<file path="config.mk">
export PLATFORM = sky130hd
export DESIGN_NAME = nvdla_slcg_hyst_multi
export DESIGN_NICKNAME = d
export VERILOG_FILES = /design/src/rtl/nvdla_slcg_hyst_multi.sv
export SDC_FILE = /design/constraint.sdc
export NUM_CORES = 1
export LEC_CHECK = 0
export CAP_MARGIN = 20
export CORE_MARGIN = 2
export CORE_UTILIZATION = 54
export DETAILED_ROUTE_END_ITERATION = 10
export GPL_ROUTABILITY_DRIVEN = 0
export PLACE_DENSITY = 0.75
export SYNTH_ARGS = -nofsm -noshare
export SYNTH_HDL_FRONTEND = slang
export SYNTH_SLANG_ARGS = --single-unit
</file>
<file path="constraint.sdc">
create_clock -name nvdla_core_clk -period 2.4 [get_ports nvdla_core_clk]
set_input_delay 0.36 -clock nvdla_core_clk [delete_from_list [all_inputs] [get_ports nvdla_core_clk]]
set_output_delay 0.36 -clock nvdla_core_clk [all_outputs]
set_load 0.02 [all_outputs]
</file>
<file path="src/rtl/nvdla_slcg_hyst_multi.sv">
// Multi-channel second-level clock gate with per-channel idle hysteresis.
// Each channel keeps its clock running for cfg_hyst_cycles after going idle.
module NV_CLK_gate_power (
   input  logic clk,
   input  logic reset_,
   input  logic clk_en,
   output logic clk_gated
);

   logic en_q;

   // Enable is captured while clk is low, so the AND cannot glitch.
   always_ff @(negedge clk or negedge reset_) begin
      if (!reset_) begin
         en_q <= 1'b0;
      end else begin
         en_q <= clk_en;
      end
   end

   assign clk_gated = clk & en_q;

endmodule

module nvdla_slcg_hyst_multi #(
   parameter int NUM_CH = 4,
   parameter int HYST_W = 8
) (
   input  logic              nvdla_core_clk,
   input  logic              nvdla_core_rstn,
   input  logic [NUM_CH-1:0] enable,
   input  logic              dla_clk_ovr_on_sync,
   input  logic              global_clk_ovr_on_sync,
   input  logic              tmc2slcg_disable_clock_gating,
   input  logic [HYST_W-1:0] cfg_hyst_cycles,
   input  logic [NUM_CH-1:0] cfg_ch_force_on,
   output logic [NUM_CH-1:0] nvdla_core_gated_clk,
   output logic [NUM_CH-1:0] slcg_en_status,
   output logic              slcg_busy
);

   localparam logic [HYST_W-1:0] HZERO = '0;
   localparam logic [HYST_W-1:0] HONE  = HYST_W'(1);

   logic                           ovr;
   logic [NUM_CH-1:0]              clk_en;
   logic [NUM_CH-1:0][HYST_W-1:0]  hcnt_q;
   logic [NUM_CH-1:0][HYST_W-1:0]  hcnt_d;
   logic [NUM_CH-1:0]              status_q;
   logic [NUM_CH-1:0]              status_d;
   logic                           busy_q;
   logic                           busy_d;

   assign ovr = dla_clk_ovr_on_sync
              | global_clk_ovr_on_sync
              | tmc2slcg_disable_clock_gating;

   // Overrides never touch the counter; it keeps draining underneath.
   always_comb begin
      hcnt_d = hcnt_q;
      for (int i = 0; i < NUM_CH; i++) begin
         if (enable[i]) begin
            hcnt_d[i] = cfg_hyst_cycles;
         end else if (hcnt_q[i] != HZERO) begin
            hcnt_d[i] = hcnt_q[i] - HONE;
         end
      end
   end

   always_comb begin
      clk_en = '0;
      for (int i = 0; i < NUM_CH; i++) begin
         clk_en[i] = ovr
                   | cfg_ch_force_on[i]
                   | enable[i]
                   | (hcnt_q[i] != HZERO);
      end
   end

   always_comb begin
      status_d = clk_en;
      busy_d   = |clk_en;
   end

   always_ff @(posedge nvdla_core_clk or negedge nvdla_core_rstn) begin
      if (!nvdla_core_rstn) begin
         hcnt_q   <= '0;
         status_q <= '0;
         busy_q   <= 1'b0;
      end else begin
         hcnt_q   <= hcnt_d;
         status_q <= status_d;
         busy_q   <= busy_d;
      end
   end

   assign slcg_en_status = status_q;
   assign slcg_busy      = busy_q;

   for (genvar g = 0; g < NUM_CH; g++) begin : g_gate
      NV_CLK_gate_power u_gate (
         .clk       (nvdla_core_clk),
         .reset_    (nvdla_core_rstn),
         .clk_en    (clk_en[g]),
         .clk_gated (nvdla_core_gated_clk[g])
      );
   end

endmodule
</file>
### Word level (Yosys, flattened, before mapping)

Cells that the tools add are included.
Widths: inputs -> output; s select.

* $add $sub $neg: 4
* multiplexer cells: 8
* bitwise logic cells: 18
* reductions and logical operators: 9

Operator list (number)
* $mux 8: 8
* $reduce_bool 8->1: 4
* $sub 8x1->8 const B: 4
* $or 1x1->1: 14
* $reduce_bool 2->1: 4
* $and 1x1->1: 4
* $reduce_or 4->1: 1

* register bits: 41
* output and inout port bits: 9

### Depth between registers and ports, before layout

Gate-level depths: netlist (run 1).

* word-level depth: 6
* depth in mapped cells: 7
* gate-level depth less buffers: 6

### By module

Synthesis (run 1) repeated with hierarchy kept, for this count alone.

* cells, all modules: 231
* area total of the unflattened synthesis: 2230.9 sq um

By module, submodules not included
* nvdla_slcg_hyst_multi: times used 1, cells each 223, area an instance 2105.8 sq um, seq. area each 925.9 sq um
* NV_CLK_gate_power: times used 4, cells each 2, area an instance 31.3 sq um, seq. area each 25.0 sq um

==> results of run 1 <==
==> worst paths after layout <==
path                            slack [ns]             from                    end  cells past startpoint
worst max-delay path                 -0.51       hcnt_q[16]  g_gate[2].u_gate.en_q                      6
worst min-delay path                  0.38  nvdla_core_rstn      slcg_en_status[1]                      2
worst max register to register       -0.51       hcnt_q[16]  g_gate[2].u_gate.en_q                      6
worst min register to register        0.53       hcnt_q[24]             hcnt_q[24]                      2
max in group asynchronous             0.65  nvdla_core_rstn  g_gate[2].u_gate.en_q                      2
min in group nvdla_core_clk           0.53       hcnt_q[24]             hcnt_q[24]                      2
==> area by class of cell <==
cell class / instances / area, µm²
clock buffer: 15 / 186
clock inverter: 2 / 37.5
fill: 275 / 828
inverter: 16 / 60.1
multi-input combinational: 160 / 1100
sequential: 41 / 1030
tap: 50 / 62.6
timing repair buffer: 77 / 638
==> flip-flops by register name, indices dropped and copies added (netlist names) <==
| signal | count |
|---|---|
| slcg_en_status | 4 |
| slcg_busy | 1 |
| g_gate.u_gate.en_q | 4 |
| hcnt_q | 32 |
==> placed cells by master, fill, tap and decap left out, types with 2 or more instances in the layout <==
| cell type | count |
|---|---|
| sky130_fd_sc_hd__buf_6 | 4 |
| sky130_fd_sc_hd__o21ai_0 | 13 |
| sky130_fd_sc_hd__clkbuf_8 | 10 |
| sky130_fd_sc_hd__nand4_1 | 2 |
| sky130_fd_sc_hd__and2_4 | 4 |
| sky130_fd_sc_hd__a21oi_1 | 14 |
| sky130_fd_sc_hd__mux2i_1 | 4 |
| sky130_fd_sc_hd__inv_2 | 3 |
| sky130_fd_sc_hd__nor3b_1 | 5 |
| sky130_fd_sc_hd__nor4_4 | 2 |
| sky130_fd_sc_hd__nand2_1 | 19 |
| sky130_fd_sc_hd__or3_4 | 2 |
| sky130_fd_sc_hd__ha_1 | 7 |
| sky130_fd_sc_hd__nor3_4 | 2 |
| sky130_fd_sc_hd__dfrtp_1 | 37 |
| sky130_fd_sc_hd__o211a_1 | 2 |
| sky130_fd_sc_hd__nor2_1 | 25 |
| sky130_fd_sc_hd__and4_1 | 2 |
| sky130_fd_sc_hd__nor3_1 | 4 |
| sky130_fd_sc_hd__buf_4 | 51 |
| sky130_fd_sc_hd__or3_1 | 2 |
| sky130_fd_sc_hd__nand3_1 | 2 |
| sky130_fd_sc_hd__xnor2_1 | 11 |
| sky130_fd_sc_hd__a211oi_1 | 10 |
| sky130_fd_sc_hd__inv_1 | 13 |
| sky130_fd_sc_hd__clkdlybuf4s50_1 | 24 |
| sky130_fd_sc_hd__xor2_1 | 11 |
| sky130_fd_sc_hd__dfrtn_1 | 4 |
==> logic make-up (layout without fill, tap and decap cells) <==
| logic type | after synthesis | count (layout) | synth area share, % |
|---|---|---|---|
| muxes | 4 | 4 | 1.84 |
| and+or+nand+nor | 81 | 81 | 19.3 |
| xor gates and xnor gates | 22 | 22 | 8.86 |
| adders and majority gates | 8 | 8 | 4.60 |
| AOI/OAI and AO/OA | 45 | 45 | 12.7 |
| DFF | 41 | 41 | 47.2 |
| buffers and inverters | 28 | 110 | 5.52 |
==> worst max-delay path, stage by stage, from the launching register on <==
cell and delay (ns):
sky130_fd_sc_hd__dfrtp_1 0.39, sky130_fd_sc_hd__inv_2 0.06, sky130_fd_sc_hd__ha_1 0.12, sky130_fd_sc_hd__or4b_4 0.49, sky130_fd_sc_hd__nor3_4 0.17, sky130_fd_sc_hd__nand2b_1 0.11
sky130_fd_sc_hd__or2_4 0.24
==> repair_timing <==
item | 4_1_cts | 5_1_grt
endpoints found under the setup margin | 12 | 12
pin swaps | 10 | 5
hold buffers | 1 | 0
gates resized for setup | 32 | 8
hold endpoints to repair | 11 | 0
buffers inserted | 2 | 2
==> metrics by stage <==
| stage | setup TNS, ns | util (%) |
|---|---|---|
| floorplan | -0.653 | - |
| global placement | -3.01 | 71.8 |
| detailed placement | -3.13 | 71.8 |
| CTS | -1.64 | 77.9 |
| global route | -2.13 | 79.0 |
| finish | -1.71 | 79.0 |
==> layer usage <==
| layer | share of wire, % | track usage (%) | vias up |
|---|---|---|---|
| li1 | - | - | 946 |
| met1 | 40 | 32.9 | 924 |
| met3 | 4.9 | 8.33 | 19 |
| met2 | 52 | 46.3 | 62 |
| met4 | 2.7 | 14.5 | 0 |
| met5 | 0 | 0 | - |
==> power breakdown <==
| part | total, mW | internal (mW) | leakage [nW] | switching [mW] |
|---|---|---|---|---|
| sequential | 0.821 | 0.760 | 0.443 | 0.0614 |
| clock | 1.16 | 0.704 | 0.130 | 0.455 |
| combinational | 0.444 | 0.241 | 0.790 | 0.203 |
==> metrics.txt, run 1 <==
max-slew violation total from the final report=0; number of ports placed on the die boundary=30; endpoint required time on the critical path=1.47 ns; cell total after placement=343; IR drop worst, VDD=0.000363 V; element type at the critical path start=register; max-capacitance violation count=0; final wirelength=5710 µm; CTS tree=built; post-synth top area share=42.6%; detailed-placement wirelength estimate=3630 µm; kind of end point of the critical path=register; Non-Filler Cell Area, Final=0.00311 mm²; Congestion Overflow GR=0; wire length of the first global-routing pass=9050 µm; ratio of routed vias to standard cells=5.40; post-synthesis cell area=0.00217 mm²; most common cell in the netlist=sky130_fd_sc_hd__dfrtp_1; maximum fanout along the worst path=2; routed via count=1,951; leakage component of the power=1.36 nW; post-synthesis instance total=229; placeable core region=0.00394 mm²; post-route non-filler standard cell count=361; area grow syn2layout=43.2%; Post-Route Hold Slack=0.385 ns; number of flip-flops and latches in the synthesized netlist=41; fraction of synthesis flops using an asynchronous set or reset pin=100%; number of hold violations in the final report=0; site row count=23; top cells by area, synth=sky130_fd_sc_hd__dfrtp_1 (43%), sky130_fd_sc_hd__dfrtn_1 (4.6%), sky130_fd_sc_hd__ha_1 (4.6%); power per cell area=778 mW/mm²; outcome=complete, but fails checks; post-synth cell types=38; Worst Path Arrival=1.98 ns; DRC viols=0; setup-violating endpoint count in the final report=12; Routed wire per std cell=15.8 µm; violations in the final reports=negative setup slack; Final nets=338; DP Area=0.00283 mm²; top_reg_cell synth=sky130_fd_sc_hd__dfrtp_1; post-route antenna net violation count=0; all-layer global routing usage=28.1%; number of inserted diodes=0; Die Span X=67.5 µm; area leader, netlist=sky130_fd_sc_hd__dfrtp_1; total number of yosys warnings=0; relative slew slack=71.8%; proportion of layout cells with a drive suffix above 1=27.7%; WS Path Type=reg2reg; largest net degree at the start of global routing=27; Die Y-Extent=67.5 µm; post-synth net total=258; type of the most critical hold path=in2async; portion of the post-synthesis area used by sequential elements=47.2%; clock insertion delay at the later pin of the skew report=0.42 ns; setup clock skew after layout=0.0214 ns; total die area=0.00455 mm²; effective utilization at floorplan=55.2%; Syn Area/Cell=9.50 µm²; PnR worst setup slack=-0.510 ns; number of enable flip-flop cells after synthesis=0; antenna violations before repair=0; vias in the first global route=1,991; Design Power=2.42 mW; router iterations before antenna repair=4; starting DRC count in detailed routing=109; commonest cells in the synthesized netlist=sky130_fd_sc_hd__dfrtp_1 (37), sky130_fd_sc_hd__nor2_1 (25), sky130_fd_sc_hd__nand2_1 (20); Worst Setup Slack post-DPL=-0.813 ns; setup repair after global routing missed its margin=true; actual slew at the worst max-slew pin=0.420 ns; Port-buffer cells=29; clock input transition at the sequential cells of the worst setup and hold paths=0.09 ns
Note: power is estimated with default switching activity, not from simulation.
==> run 2: changes to the inputs <==
Settings changed: RECOVER_POWER set to 25.
==> metrics.txt, run 2 (synthesis results as in run 1) <==
Die Y-Extent=67.5 µm; CTS tree=built; type of the most critical hold path=reg2reg; Worst Hold Depth=2; endpoint required time on the critical path=1.47 ns; all-layer global routing usage=28.1%; Crit-path slowest cell=sky130_fd_sc_hd__or4b_4; reg-to-reg slack, setup=-0.51 ns; clock input transition at the sequential cells of the worst setup and hold paths=0.08 ns; top library cells by usage in the layout, fill and taps aside=sky130_fd_sc_hd__buf_4 (50), sky130_fd_sc_hd__dfrtp_1 (37), sky130_fd_sc_hd__nor2_1 (25); count of filler cells inserted in the layout=275; element type at the critical path start=register; clock insertion delay at the later pin of the skew report=0.42 ns; effective utilization at floorplan=55.2%; kind of end point of the critical path=register; proportion of layout cells with a drive suffix above 1=27.3%; slowest cell delay on critical path=0.49 ns; maximum fanout along the worst path=2; leakage component of the power=1.36 nW; Port-buffer cells=29; Die Span X=67.5 µm; WS Path Type=reg2reg; wire length of the first global-routing pass=9050 µm; r2r startpoint=hcnt_q[16]; max-slew violation total from the final report=0; Non-Filler Cell Area, Final=0.00311 mm²; max-capacitance violation count=0; number of hold violations in the final report=0; IR drop worst, VDD=0.000363 V; Congestion Overflow GR=0; placeable core region=0.00394 mm²; outcome=complete, but fails checks; total die area=0.00455 mm²; starting DRC count in detailed routing=99; cell total after placement=343; number of inserted diodes=0; DRC viols=0; largest net degree at the start of global routing=27; PnR worst setup slack=-0.510 ns; final wirelength=5700 µm; Worst Setup SP=hcnt_q[16]; antenna violations before repair=0; Final nets=338; register name with the most flops=hcnt_q; setup clock skew after layout=0.0214 ns; Hold Path End=hcnt_q[24]; detailed-placement wirelength estimate=3630 µm; number of ports placed on the die boundary=30; most frequent standard cell in the layout excluding fill and tap cells=sky130_fd_sc_hd__buf_4; R2R depth=6; CP Cell Sequence=inv_2, ha_1, or4b_4, nor3_4, nand2b_1, or2_4; vias in the first global route=1,991; actual slew at the worst max-slew pin=0.853 ns; worst reg2reg path endpoint=g_gate[2].u_gate.en_q; setup repair after global routing missed its margin=true; post-route antenna net violation count=0; flip-flop count of the largest register after layout=32; power per cell area=779 mW/mm²; post-route non-filler standard cell count=361; area grow syn2layout=43.0%; router iterations before antenna repair=4; relative slew slack=43.1%; violations in the final reports=negative setup slack; Worst Path Arrival=1.98 ns; routed via count=1,951; Routed wire per std cell=15.8 µm; ratio of routed vias to standard cells=5.40; DP Area=0.00283 mm²; setup-violating endpoint count in the final report=12; site row count=23; startpoint of the worst hold path=hcnt_q[24]
==> run 2: how the worst max path moves through the flow <==
stage | endpoint | slack [ns] | cells past startpoint
floorplan | g_gate[2].u_gate.en_q | -0.44 | 6
global placement | g_gate[2].u_gate.en_q | -0.76 | 5
detailed placement | g_gate[2].u_gate.en_q | -0.81 | 5
CTS | g_gate[2].u_gate.en_q | -0.46 | 6
global route | g_gate[2].u_gate.en_q | -0.58 | 6
finish | g_gate[2].u_gate.en_q | -0.51 | 6
==> run 2: routing by layer <==
metal | vias to the layer above | routed length [µm] | track usage [%]
met3 | 19 | 282 | 8.33
li1 | 946 | - | -
met4 | 0 | 156 | 14.5
met1 | 924 | 2280 | 32.9
met5 | - | 0 | 0
met2 | 62 | 2980 | 46.3
==> run 2: area by class of cell <==
class / count / area, µm² / share of cell area [%]
Multi-Input combinational cell: 160 / 1100 / 35.5
Tap cell: 50 / 62.6 / 2.01
Timing Repair Buffer: 77 / 634 / 20.4
Clock inverter: 2 / 37.5 / 1.21
Sequential cell: 41 / 1030 / 33.0
Inverter: 16 / 60.1 / 1.93
Clock buffer: 15 / 186 / 5.99
==> run 2: metrics by stage <==
stage               hold slack, ns  worst slack (ns)  util (%)  setup TNS (ns)  total power, mW
global route                 0.579            -0.577      78.9           -2.13             2.54
global placement             0.280            -0.761      71.8           -3.01             1.50
CTS                          0.381            -0.459      77.9           -1.64             2.43
finish                       0.529            -0.510      78.9           -1.71             2.42
floorplan                   0.0644            -0.439         -          -0.653             1.27
detailed placement           0.291            -0.813      71.8           -3.13             1.51
==> run 2: worst max-delay path: cells and delay by family, from the launching register on <==
family / cells / cell delay [ns]
flip-flops: 1 / 0.39
buffers and inverters: 1 / 0.06
adder cells (fa/ha/maj): 1 / 0.12
AND/OR/NAND/NOR: 4 / 1.01
==> run 2: where the power goes <==
group	internal (mW)	total [mW]	leakage [nW]	switching, mW
registers	0.760	0.821	0.443	0.0614
clock network	0.704	1.16	0.130	0.455
logic	0.240	0.443	0.786	0.203
total	1.70	2.42	1.36	0.719
==> run 2: what timing repair did <==
| action | in CTS | in global routing |
|---|---|---|
| pin swaps | 10 | 5 |
| resized for setup | 32 | 8 |
| hold buffers | 1 | 0 |
| hold endpoints to repair | 11 | 0 |
| setup buffers | 2 | 2 |
| setup endpoints to repair | 12 | 12 |
==> run 3: changes to the inputs <==
Settings changed: ABC_CLOCK_PERIOD_IN_PS set to 2400.
==> results of run 3 <==
No change in the layout: final DEF, timing and power equal those of run 2.
